**config.mk**
```make
export PLATFORM = sky130hd
export DESIGN_NAME = acc_store_unit_flat
export DESIGN_NICKNAME = d
export VERILOG_FILES = /design/src/rtl/acc_store_if.sv /design/src/rtl/acc_store_unit.sv /design/src/flat_wrapper.sv
export SDC_FILE = /design/constraint.sdc
export NUM_CORES = 1
export LEC_CHECK = 0
export CORE_ASPECT_RATIO = 1.2
export CORE_MARGIN = 5
export CORE_UTILIZATION = 40
export CTS_CLUSTER_DIAMETER = 40
export DETAILED_ROUTE_END_ITERATION = 10
export PLACE_DENSITY = 0.74
export SLEW_MARGIN = 15
export SYNTH_ARGS = -nofsm -noshare
export SYNTH_HDL_FRONTEND = slang
export SYNTH_SLANG_ARGS = --single-unit
export TNS_END_PERCENT = 20
```
**constraint.sdc**
```tcl
create_clock -name clk -period 3 [get_ports clk]
set_clock_uncertainty 0.15 [all_clocks]
set_input_delay 0.45 -clock clk [delete_from_list [all_inputs] [get_ports clk]]
set_output_delay 0.45 -clock clk [all_outputs]
set_load 0.01 [all_outputs]
```
**src/rtl/acc_store_if.sv**
```systemverilog
// Bundles the store-request, status and memory write-port signals of acc_store_unit.
// The unit uses the slave modport. The requester/memory side uses the master modport.
interface acc_store_if #(
  parameter int ACW = 12,
  parameter int DW  = 8,
  parameter int AW  = 8
);
  logic           st_req;
  logic [AW-1:0]  st_addr;
  logic [ACW-1:0] AC;
  logic           Z_in;
  logic           busy;
  logic           st_done;
  logic           z_cap;
  logic           ovf;
  logic [AW-1:0]  mem_addr;
  logic [DW-1:0]  mem_wdata;
  logic           mem_we;
  logic           mem_ack;

  modport slave (
    input  st_req, st_addr, AC, Z_in, mem_ack,
    output busy, st_done, z_cap, ovf, mem_addr, mem_wdata, mem_we
  );

  modport master (
    output st_req, st_addr, AC, Z_in, mem_ack,
    input  busy, st_done, z_cap, ovf, mem_addr, mem_wdata, mem_we
  );
endinterface

```
**src/rtl/acc_store_unit.sv**
```systemverilog
// Captures AC/Z on a store request and writes AC to memory as two little-endian bytes.
// The optional macro ACC_STORE_SAT_EN enables saturated single-byte stores when AC exceeds 8 bits.
module acc_store_unit #(
  parameter int ACW = 12,
  parameter int DW  = 8,
  parameter int AW  = 8
) (
  input  logic         clk,
  input  logic         rst,
  acc_store_if.slave   bus
);

  typedef enum logic [1:0] {IDLE, WR_LO, WR_HI, DONE} state_t;

  state_t          state_q, state_n;
  logic [ACW-1:0]  ac_q, ac_n;
  logic [AW-1:0]   addr_q, addr_n;
  logic            z_q, z_n;
  logic            ovf_q, ovf_n;
  logic            we_q, we_n;
  logic [AW-1:0]   maddr_q, maddr_n;
  logic [DW-1:0]   wdata_q, wdata_n;
  logic            done_q, done_n;
  logic            busy_q, busy_n;
  logic            sat_acc;

  function automatic logic ovf_of(input logic [ACW-1:0] ac);
    return |ac[ACW-1:8];
  endfunction

  function automatic logic [DW-1:0] lo_byte(input logic [ACW-1:0] ac, input logic sat);
    return sat ? {DW{1'b1}} : ac[DW-1:0];
  endfunction

  function automatic logic [DW-1:0] hi_byte(input logic [ACW-1:0] ac);
    return {{(DW-(ACW-8)){1'b0}}, ac[ACW-1:8]};
  endfunction

  // Without saturation, sat_acc is constant 0, so ovf_q never leaves its reset value.
`ifdef ACC_STORE_SAT_EN
  assign sat_acc = ovf_of(bus.AC);
`else
  assign sat_acc = 1'b0;
`endif

  always_comb begin
    state_n = state_q;
    ac_n    = ac_q;
    addr_n  = addr_q;
    z_n     = z_q;
    ovf_n   = ovf_q;
    we_n    = we_q;
    maddr_n = maddr_q;
    wdata_n = wdata_q;
    done_n  = 1'b0;
    case (state_q)
      IDLE: begin
        if (bus.st_req) begin
          ac_n    = bus.AC;
          addr_n  = bus.st_addr;
          z_n     = bus.Z_in;
          ovf_n   = sat_acc;
          we_n    = 1'b1;
          maddr_n = bus.st_addr;
          wdata_n = lo_byte(bus.AC, sat_acc);
          state_n = WR_LO;
        end
      end
      WR_LO: begin
        if (bus.mem_ack) begin
          if (ovf_q) begin
            we_n    = 1'b0;
            done_n  = 1'b1;
            state_n = DONE;
          end else begin
            maddr_n = addr_q + AW'(1);
            wdata_n = hi_byte(ac_q);
            state_n = WR_HI;
          end
        end
      end
      WR_HI: begin
        if (bus.mem_ack) begin
          we_n    = 1'b0;
          done_n  = 1'b1;
          state_n = DONE;
        end
      end
      DONE: begin
        state_n = IDLE;
      end
      default: begin
        we_n    = 1'b0;
        state_n = IDLE;
      end
    endcase
    busy_n = (state_n != IDLE);
  end

  // Reset also clears the data-path registers so that the outputs start at zero.
  always_ff @(posedge clk) begin
    if (rst) begin
      state_q <= IDLE;
      ac_q    <= '0;
      addr_q  <= '0;
      z_q     <= 1'b0;
      ovf_q   <= 1'b0;
      we_q    <= 1'b0;
      maddr_q <= '0;
      wdata_q <= '0;
      done_q  <= 1'b0;
      busy_q  <= 1'b0;
    end else begin
      state_q <= state_n;
      ac_q    <= ac_n;
      addr_q  <= addr_n;
      z_q     <= z_n;
      ovf_q   <= ovf_n;
      we_q    <= we_n;
      maddr_q <= maddr_n;
      wdata_q <= wdata_n;
      done_q  <= done_n;
      busy_q  <= busy_n;
    end
  end

  assign bus.busy      = busy_q;
  assign bus.st_done   = done_q;
  assign bus.z_cap     = z_q;
  assign bus.ovf       = ovf_q;
  assign bus.mem_we    = we_q;
  assign bus.mem_addr  = maddr_q;
  assign bus.mem_wdata = wdata_q;

endmodule

```
**src/flat_wrapper.sv**
```systemverilog
// flat-port wrapper written by rule: the top's interface ports become plain ports
module acc_store_unit_flat 
#(
  parameter int ACW = 12,
  parameter int DW  = 8,
  parameter int AW  = 8
)
  (clk, rst, bus_st_req, bus_st_addr, bus_AC, bus_Z_in, bus_mem_ack, bus_busy, bus_st_done, bus_z_cap, bus_ovf, bus_mem_addr, bus_mem_wdata, bus_mem_we);
  acc_store_if #(.ACW(ACW), .DW(DW), .AW(AW)) bus_i ();
  input  logic clk;
  input  logic rst;
  input wire logic [$bits(bus_i.st_req)-1:0] bus_st_req;
  input wire logic [$bits(bus_i.st_addr)-1:0] bus_st_addr;
  input wire logic [$bits(bus_i.AC)-1:0] bus_AC;
  input wire logic [$bits(bus_i.Z_in)-1:0] bus_Z_in;
  input wire logic [$bits(bus_i.mem_ack)-1:0] bus_mem_ack;
  output wire logic [$bits(bus_i.busy)-1:0] bus_busy;
  output wire logic [$bits(bus_i.st_done)-1:0] bus_st_done;
  output wire logic [$bits(bus_i.z_cap)-1:0] bus_z_cap;
  output wire logic [$bits(bus_i.ovf)-1:0] bus_ovf;
  output wire logic [$bits(bus_i.mem_addr)-1:0] bus_mem_addr;
  output wire logic [$bits(bus_i.mem_wdata)-1:0] bus_mem_wdata;
  output wire logic [$bits(bus_i.mem_we)-1:0] bus_mem_we;
  assign bus_i.st_req = bus_st_req;
  assign bus_i.st_addr = bus_st_addr;
  assign bus_i.AC = bus_AC;
  assign bus_i.Z_in = bus_Z_in;
  assign bus_i.mem_ack = bus_mem_ack;
  assign bus_busy = bus_i.busy;
  assign bus_st_done = bus_i.st_done;
  assign bus_z_cap = bus_i.z_cap;
  assign bus_ovf = bus_i.ovf;
  assign bus_mem_addr = bus_i.mem_addr;
  assign bus_mem_wdata = bus_i.mem_wdata;
  assign bus_mem_we = bus_i.mem_we;
  acc_store_unit #(.ACW(ACW), .DW(DW), .AW(AW)) u_core (.clk(clk), .rst(rst), .bus(bus_i));
endmodule
```
==> flow_metrics.env, run 1 <==
export IMPL_status="finished clean"
export IMPL_routed_wl_um=3540
export IMPL_relSlewSlack_pct=65.0
export IMPL_cap_viol_max_count=0
export IMPL_setup_ws_ps=1180
export IMPL_synth_nets=205
export IMPL_dieHeight_um=77.1
export IMPL_rsz0062_at_grt="false"
export IMPL_gp_congestion=0.792
export IMPL_die_area_um2=5090
export IMPL_seqCellArea_um2=681
export IMPL_cp_start_kind="input port"
export IMPL_rows=24
export IMPL_clk_path_buf_depth=2
export IMPL_initial_core_util_pct=41.4
export IMPL_syn_area_um2=1500
export IMPL_stdcell_count=273
export IMPL_pre_cts_slack_ps=897
export IMPL_core_um2=3630
export IMPL_dpl_hpwl_um=2500
export IMPL_yosys_warnings=0
export IMPL_cellLeakagePower_uw=0.000739
export IMPL_cts_sinks=34
export IMPL_vias=1348
export IMPL_antenna_found_initial=0
export IMPL_synthTopCellsByArea="dfxtp_1, nand2_1, a21oi_1, nor2_1, a311oi_1"
export IMPL_final_nets=246
export IMPL_hold_buffers=0
export IMPL_routedWlPerCell_um=13.0
export IMPL_worstPathRequired_ps=3030
export IMPL_top_level_ports=46
export IMPL_n_antenna_cell=0
export IMPL_postCtsResizedCells=0
export IMPL_p_per_area_nw_per_um2=544
export IMPL_fin_tns_setup_ps=0
export IMPL_numCtsBuffers=5
export IMPL_n_fill_cell=336
export IMPL_synthCells=179
export IMPL_fmax_mhz=549
export IMPL_clock_root_buffer="clkbuf_8"
export IMPL_drc=0
export IMPL_grt_pass1_wl_um=6040
export IMPL_ys_seq_area_share_pct=45.3
export IMPL_tightestPinTransition_ps=524
export IMPL_h_tree_depth=2
export IMPL_critPathKind="in -> reg"
export IMPL_die_w_um=66.0
export IMPL_drive_above_1_share_pct=9.05
export IMPL_drt_first_pass_iters=5
export IMPL_placed_area_um2=1940
export IMPL_synth_avg_cell_area_um2=8.39
export IMPL_period_share_pct=60.7
export IMPL_drt_iter0_markers=99
export IMPL_critPathArrivalTime_ps=1850
export IMPL_antenna_left=0
export IMPL_finalCriticalPeriod_ps=1820
export IMPL_synth_top_cell_by_area="dfxtp_1"
export IMPL_clk_insertion_delay_late_ps=280
export IMPL_min_path_type="reg -> reg"
export IMPL_drv_slew=0
export IMPL_detail_route_vias_per_cell=4.94
export IMPL_cts_setup_buffers=0
export IMPL_cp_end_kind="flop"
export IMPL_grt_pass1_vias=1304
export IMPL_ir_drop_mv=0.282
export IMPL_setup_viol=0
export IMPL_finalHoldViolations=0
export IMPL_area_growth_pct=35.4
export IMPL_grt_start_max_net_pins=20
export IMPL_synth_seq_cells=34
export IMPL_grt_ovfl_total=0
export IMPL_ys_types=42
export IMPL_cts_tree="done"
export IMPL_synth_top_cell_area_share_pct=45.3
export IMPL_dp_cells=265
export IMPL_port_buffers=44
export IMPL_worst_path_max_fanout=15
export IMPL_gr_usage_all_layers_pct=14.9
export IMPL_cts_clk_slew_worst_paths_ps=70
export IMPL_final_cell_area_um2=2030
export IMPL_multi_input_area_um2=727
worst paths after layout:
| path | startpoint | to | slack [ps] | depth (start not counted) |
|---|---|---|---|---|
| hold / removal | u_core.ac_q[9] | u_core.ac_q[9] | 310 | 2 |
| setup / recovery | bus_mem_ack | u_core.bus.mem_addr[6] | 1180 | 5 |
| setup reg to reg | u_core.state_q[1] | u_core.bus.mem_addr[6] | 1260 | 3 |
| hold reg to reg | u_core.ac_q[9] | u_core.ac_q[9] | 310 | 2 |
final cells by class:
cell class                 instances  share of cell area [%]
clock inverter                     1                   0.246
inverter                           2                   0.369
tap                               52                    3.20
timing repair buffer              47                    22.8
sequential                        34                    33.5
multi-input combinational        130                    35.7
clock buffer                       7                    4.24
worst max-delay path: stages:
cell and delay (ps):
clkdlybuf4s50_1 520, nand2_2 130, a21oi_4 420, nor2_1 110, a32o_1 210
sequential cells by signal (all words and copies together) (netlist names), 2 cells and up:
| name | count |
|---|---|
| u_core.bus.mem_addr | 8 |
| u_core.addr_q | 8 |
| u_core.ac_q | 4 |
| u_core.bus.mem_wdata | 8 |
| u_core.state_q | 2 |
placed cells by master, fill, tap and decap left out, types with 3 or more instances in the layout:
cell	instances
buf_4	3
nand2_1	42
nand3_1	3
dfxtp_1	34
nor2_1	17
clkbuf_8	6
a22oi_1	4
o21ai_0	3
a211oi_1	4
a311oi_1	4
clkdlybuf4s50_1	44
a21oi_1	18
metrics by stage:
stage                     total power, uW  hold WS, ps  util [%]
after floorplan                       673          287         -
after global placement                773          291      53.5
after detailed placement              777          298      53.5
after CTS                            1120          308      56.0
after global routing                 1170          322      56.0
final                                1110          305      56.0
cell usage after synthesis:
cell,instances
o211ai_1,2
buf_1,1
xor2_1,1
xnor2_1,1
a211oi_1,4
buf_6,3
nand2b_4,1
a32o_1,2
nor3_1,2
ha_1,1
nand2_1,42
a31oi_1,1
a311oi_2,1
clkbuf_1,2
inv_1,2
buf_4,3
nor4b_1,1
a21oi_2,1
a22oi_1,4
nand2b_1,2
a211o_1,2
mux2_2,1
a21oi_4,1
o31ai_1,1
nand2_2,1
o21bai_1,1
nor2_2,1
a21oi_1,18
o21a_1,2
nand4_1,2
or2_2,1
and4_1,1
buf_2,4
a311oi_1,4
dfxtp_1,34
nand3_1,3
nor2_1,17
a21o_1,1
and2b_2,2
conb_1,1
or3_1,1
o21ai_0,3
where the power goes:
| part | leakage [uW] | total (uW) | internal [uW] | switching (uW) |
|---|---|---|---|---|
| clock | 0.0000482 | 343 | 185 | 158 |
| sequential | 0.000280 | 524 | 493 | 30.9 |
| combinational | 0.000411 | 241 | 127 | 114 |
metal layers:
metal  routed length, um  part of all wire (%)  GRT usage, %  vias up
met3                 186                   5.2          5.41        4
met1                1610                    45          18.2      610
li1                    -                     -             -      700
met5                   0                     0             0        -
met4                  21                  0.59          4.88        0
met2                1730                    49          24.1       34
logic make-up (layout without fill, tap and decap cells):
logic type,after synthesis,in the layout,share of synthesized area (%)
adders and majority gates,1,1,0.833
muxes,1,1,0.749
other,1,1,0.250
and+or+nand+nor,77,77,23.0
xor gates and xnor gates,2,2,1.17
DFF,34,34,45.3
buffers and inverters,15,57,6.33
AOI/OAI and AO/OA,48,48,22.4
Note: power is estimated with default switching activity, not from simulation.
==> run 2, diff against run 1 <==
Clock period 3 ns to 1.8 ns, I/O delays scaled along.
==> flow_metrics.env, run 2 (synthesis gave the netlist of run 1 again) <==
export IMPL_status="finished clean"
export IMPL_core_um2=3630
export IMPL_initial_core_util_pct=41.4
export IMPL_cts_sinks=34
export IMPL_postCtsResizedCells=0
export IMPL_cts_setup_buffers=0
export IMPL_dieHeight_um=77.1
export IMPL_placed_area_um2=2030
export IMPL_clock_root_buffer="clkbuf_8"
export IMPL_detail_route_vias_per_cell=4.90
export IMPL_drt_iter0_markers=64
export IMPL_cellLeakagePower_uw=0.000777
export IMPL_clk_insertion_delay_late_ps=280
export IMPL_critPathKind="reg -> reg"
export IMPL_dpl_hpwl_um=2550
export IMPL_port_buffers=44
export IMPL_grt_pass1_vias=1333
export IMPL_h_tree_depth=2
export IMPL_area_growth_pct=40.1
export IMPL_gp_congestion=0.750
export IMPL_drc=0
export IMPL_cp_start_kind="flop"
export IMPL_fin_tns_setup_ps=0
export IMPL_cts_clk_slew_worst_paths_ps=60
export IMPL_hold_slack_ps=303
export IMPL_worstPathRequired_ps=1870
export IMPL_rows=24
export IMPL_final_util_pct=57.9
export IMPL_gr_usage_all_layers_pct=14.8
export IMPL_grt_ovfl_total=0
export IMPL_n_fill_cell=332
export IMPL_worst_path_max_fanout=11
export IMPL_rsz0062_at_grt="false"
export IMPL_final_cell_area_um2=2100
export IMPL_antenna_left=0
export IMPL_cts_tree="done"
export IMPL_period_share_pct=90.1
export IMPL_numCtsBuffers=5
export IMPL_cp_end_kind="flop"
export IMPL_antenna_found_initial=0
export IMPL_stdcell_count=280
export IMPL_final_cell_mix="clkdlybuf4s50_1, nand2_1, dfxtp_1"
export IMPL_min_path_type="reg -> reg"
export IMPL_fmax_mhz=617
export IMPL_finalCriticalPeriod_ps=1620
export IMPL_setup_viol=0
export IMPL_die_w_um=66.0
export IMPL_layout_commonest_cell="clkdlybuf4s50_1"
export IMPL_drt_first_pass_iters=4
export IMPL_n_antenna_cell=0
export IMPL_routed_wl_um=3500
export IMPL_die_area_um2=5090
export IMPL_final_nets=254
export IMPL_drive_above_1_share_pct=11.4
export IMPL_critPathArrivalTime_ps=1690
export IMPL_grt_start_max_net_pins=15
export IMPL_p_per_area_nw_per_um2=872
export IMPL_vias=1371
export IMPL_dp_cells=273
export IMPL_finalHoldViolations=0
export IMPL_top_level_ports=46
export IMPL_ir_drop_mv=0.393
export IMPL_cap_viol_max_count=0
export IMPL_routedWlPerCell_um=12.5
export IMPL_clk_path_buf_depth=2
export IMPL_hold_buffers=0
export IMPL_grt_pass1_wl_um=5830
export IMPL_drv_slew=0
## run 2: changes by cell type in the layout (fill, tap and decap cells not counted), sizes merged
cell / delta
clkinv: -1
buf: +8
## run 2: worst max-delay path, stage by stage, from the launching register on
cell	delay (ps)
dfxtp_1	520
nand2b_4	240
a21o_1	290
buf_4	170
nand2_1	40
a21oi_1	130
## run 2: worst paths after layout
check / from / to / slack, ps / depth (start not counted)
worst min register to register: u_core.ac_q[9] / u_core.ac_q[9] / 300 / 2
worst max register to register: u_core.state_q[0] / u_core.bus.mem_addr[3] / 180 / 5
worst max-delay path: u_core.state_q[0] / u_core.bus.mem_addr[3] / 180 / 5
worst min-delay path: u_core.ac_q[9] / u_core.ac_q[9] / 300 / 2
## run 2: per-stage QoR
| step | power [uW] | setup slack (ps) |
|---|---|---|
| global route | 1940 | 55.0 |
| detailed placement | 1330 | 7.36 |
| global placement | 1330 | 20.1 |
| floorplan | 1120 | 349 |
| finish | 1840 | 178 |
| CTS | 1850 | 164 |
## run 2: report_power, final
part | leakage, uW | internal, uW | switching [uW] | total [uW]
logic | 0.000458 | 246 | 199 | 445
registers | 0.000280 | 822 | 47.7 | 869
clock network | 0.0000383 | 266 | 256 | 522
total | 0.000777 | 1330 | 502 | 1840
## run 2: per-layer routing
| metal | up-vias | GRT usage [%] | share of wire (%) |
|---|---|---|---|
| met3 | 8 | 3.65 | 3.8 |
| met1 | 623 | 18.0 | 46 |
| met4 | 0 | 8.54 | 2.5 |
| met5 | - | 0 | 0 |
| li1 | 713 | - | - |
| met2 | 27 | 23.4 | 47 |
## run 2: area by class of cell
| class | instances | area (um^2) | area share (%) |
|---|---|---|---|
| Clock buffer | 7 | 76.3 | 3.63 |
| Inverter | 2 | 7.51 | 0.357 |
| Sequential cell | 34 | 681 | 32.3 |
| Timing Repair Buffer | 55 | 548 | 26.0 |
| Multi-Input combinational cell | 130 | 727 | 34.5 |
| Tap cell | 52 | 65.1 | 3.09 |
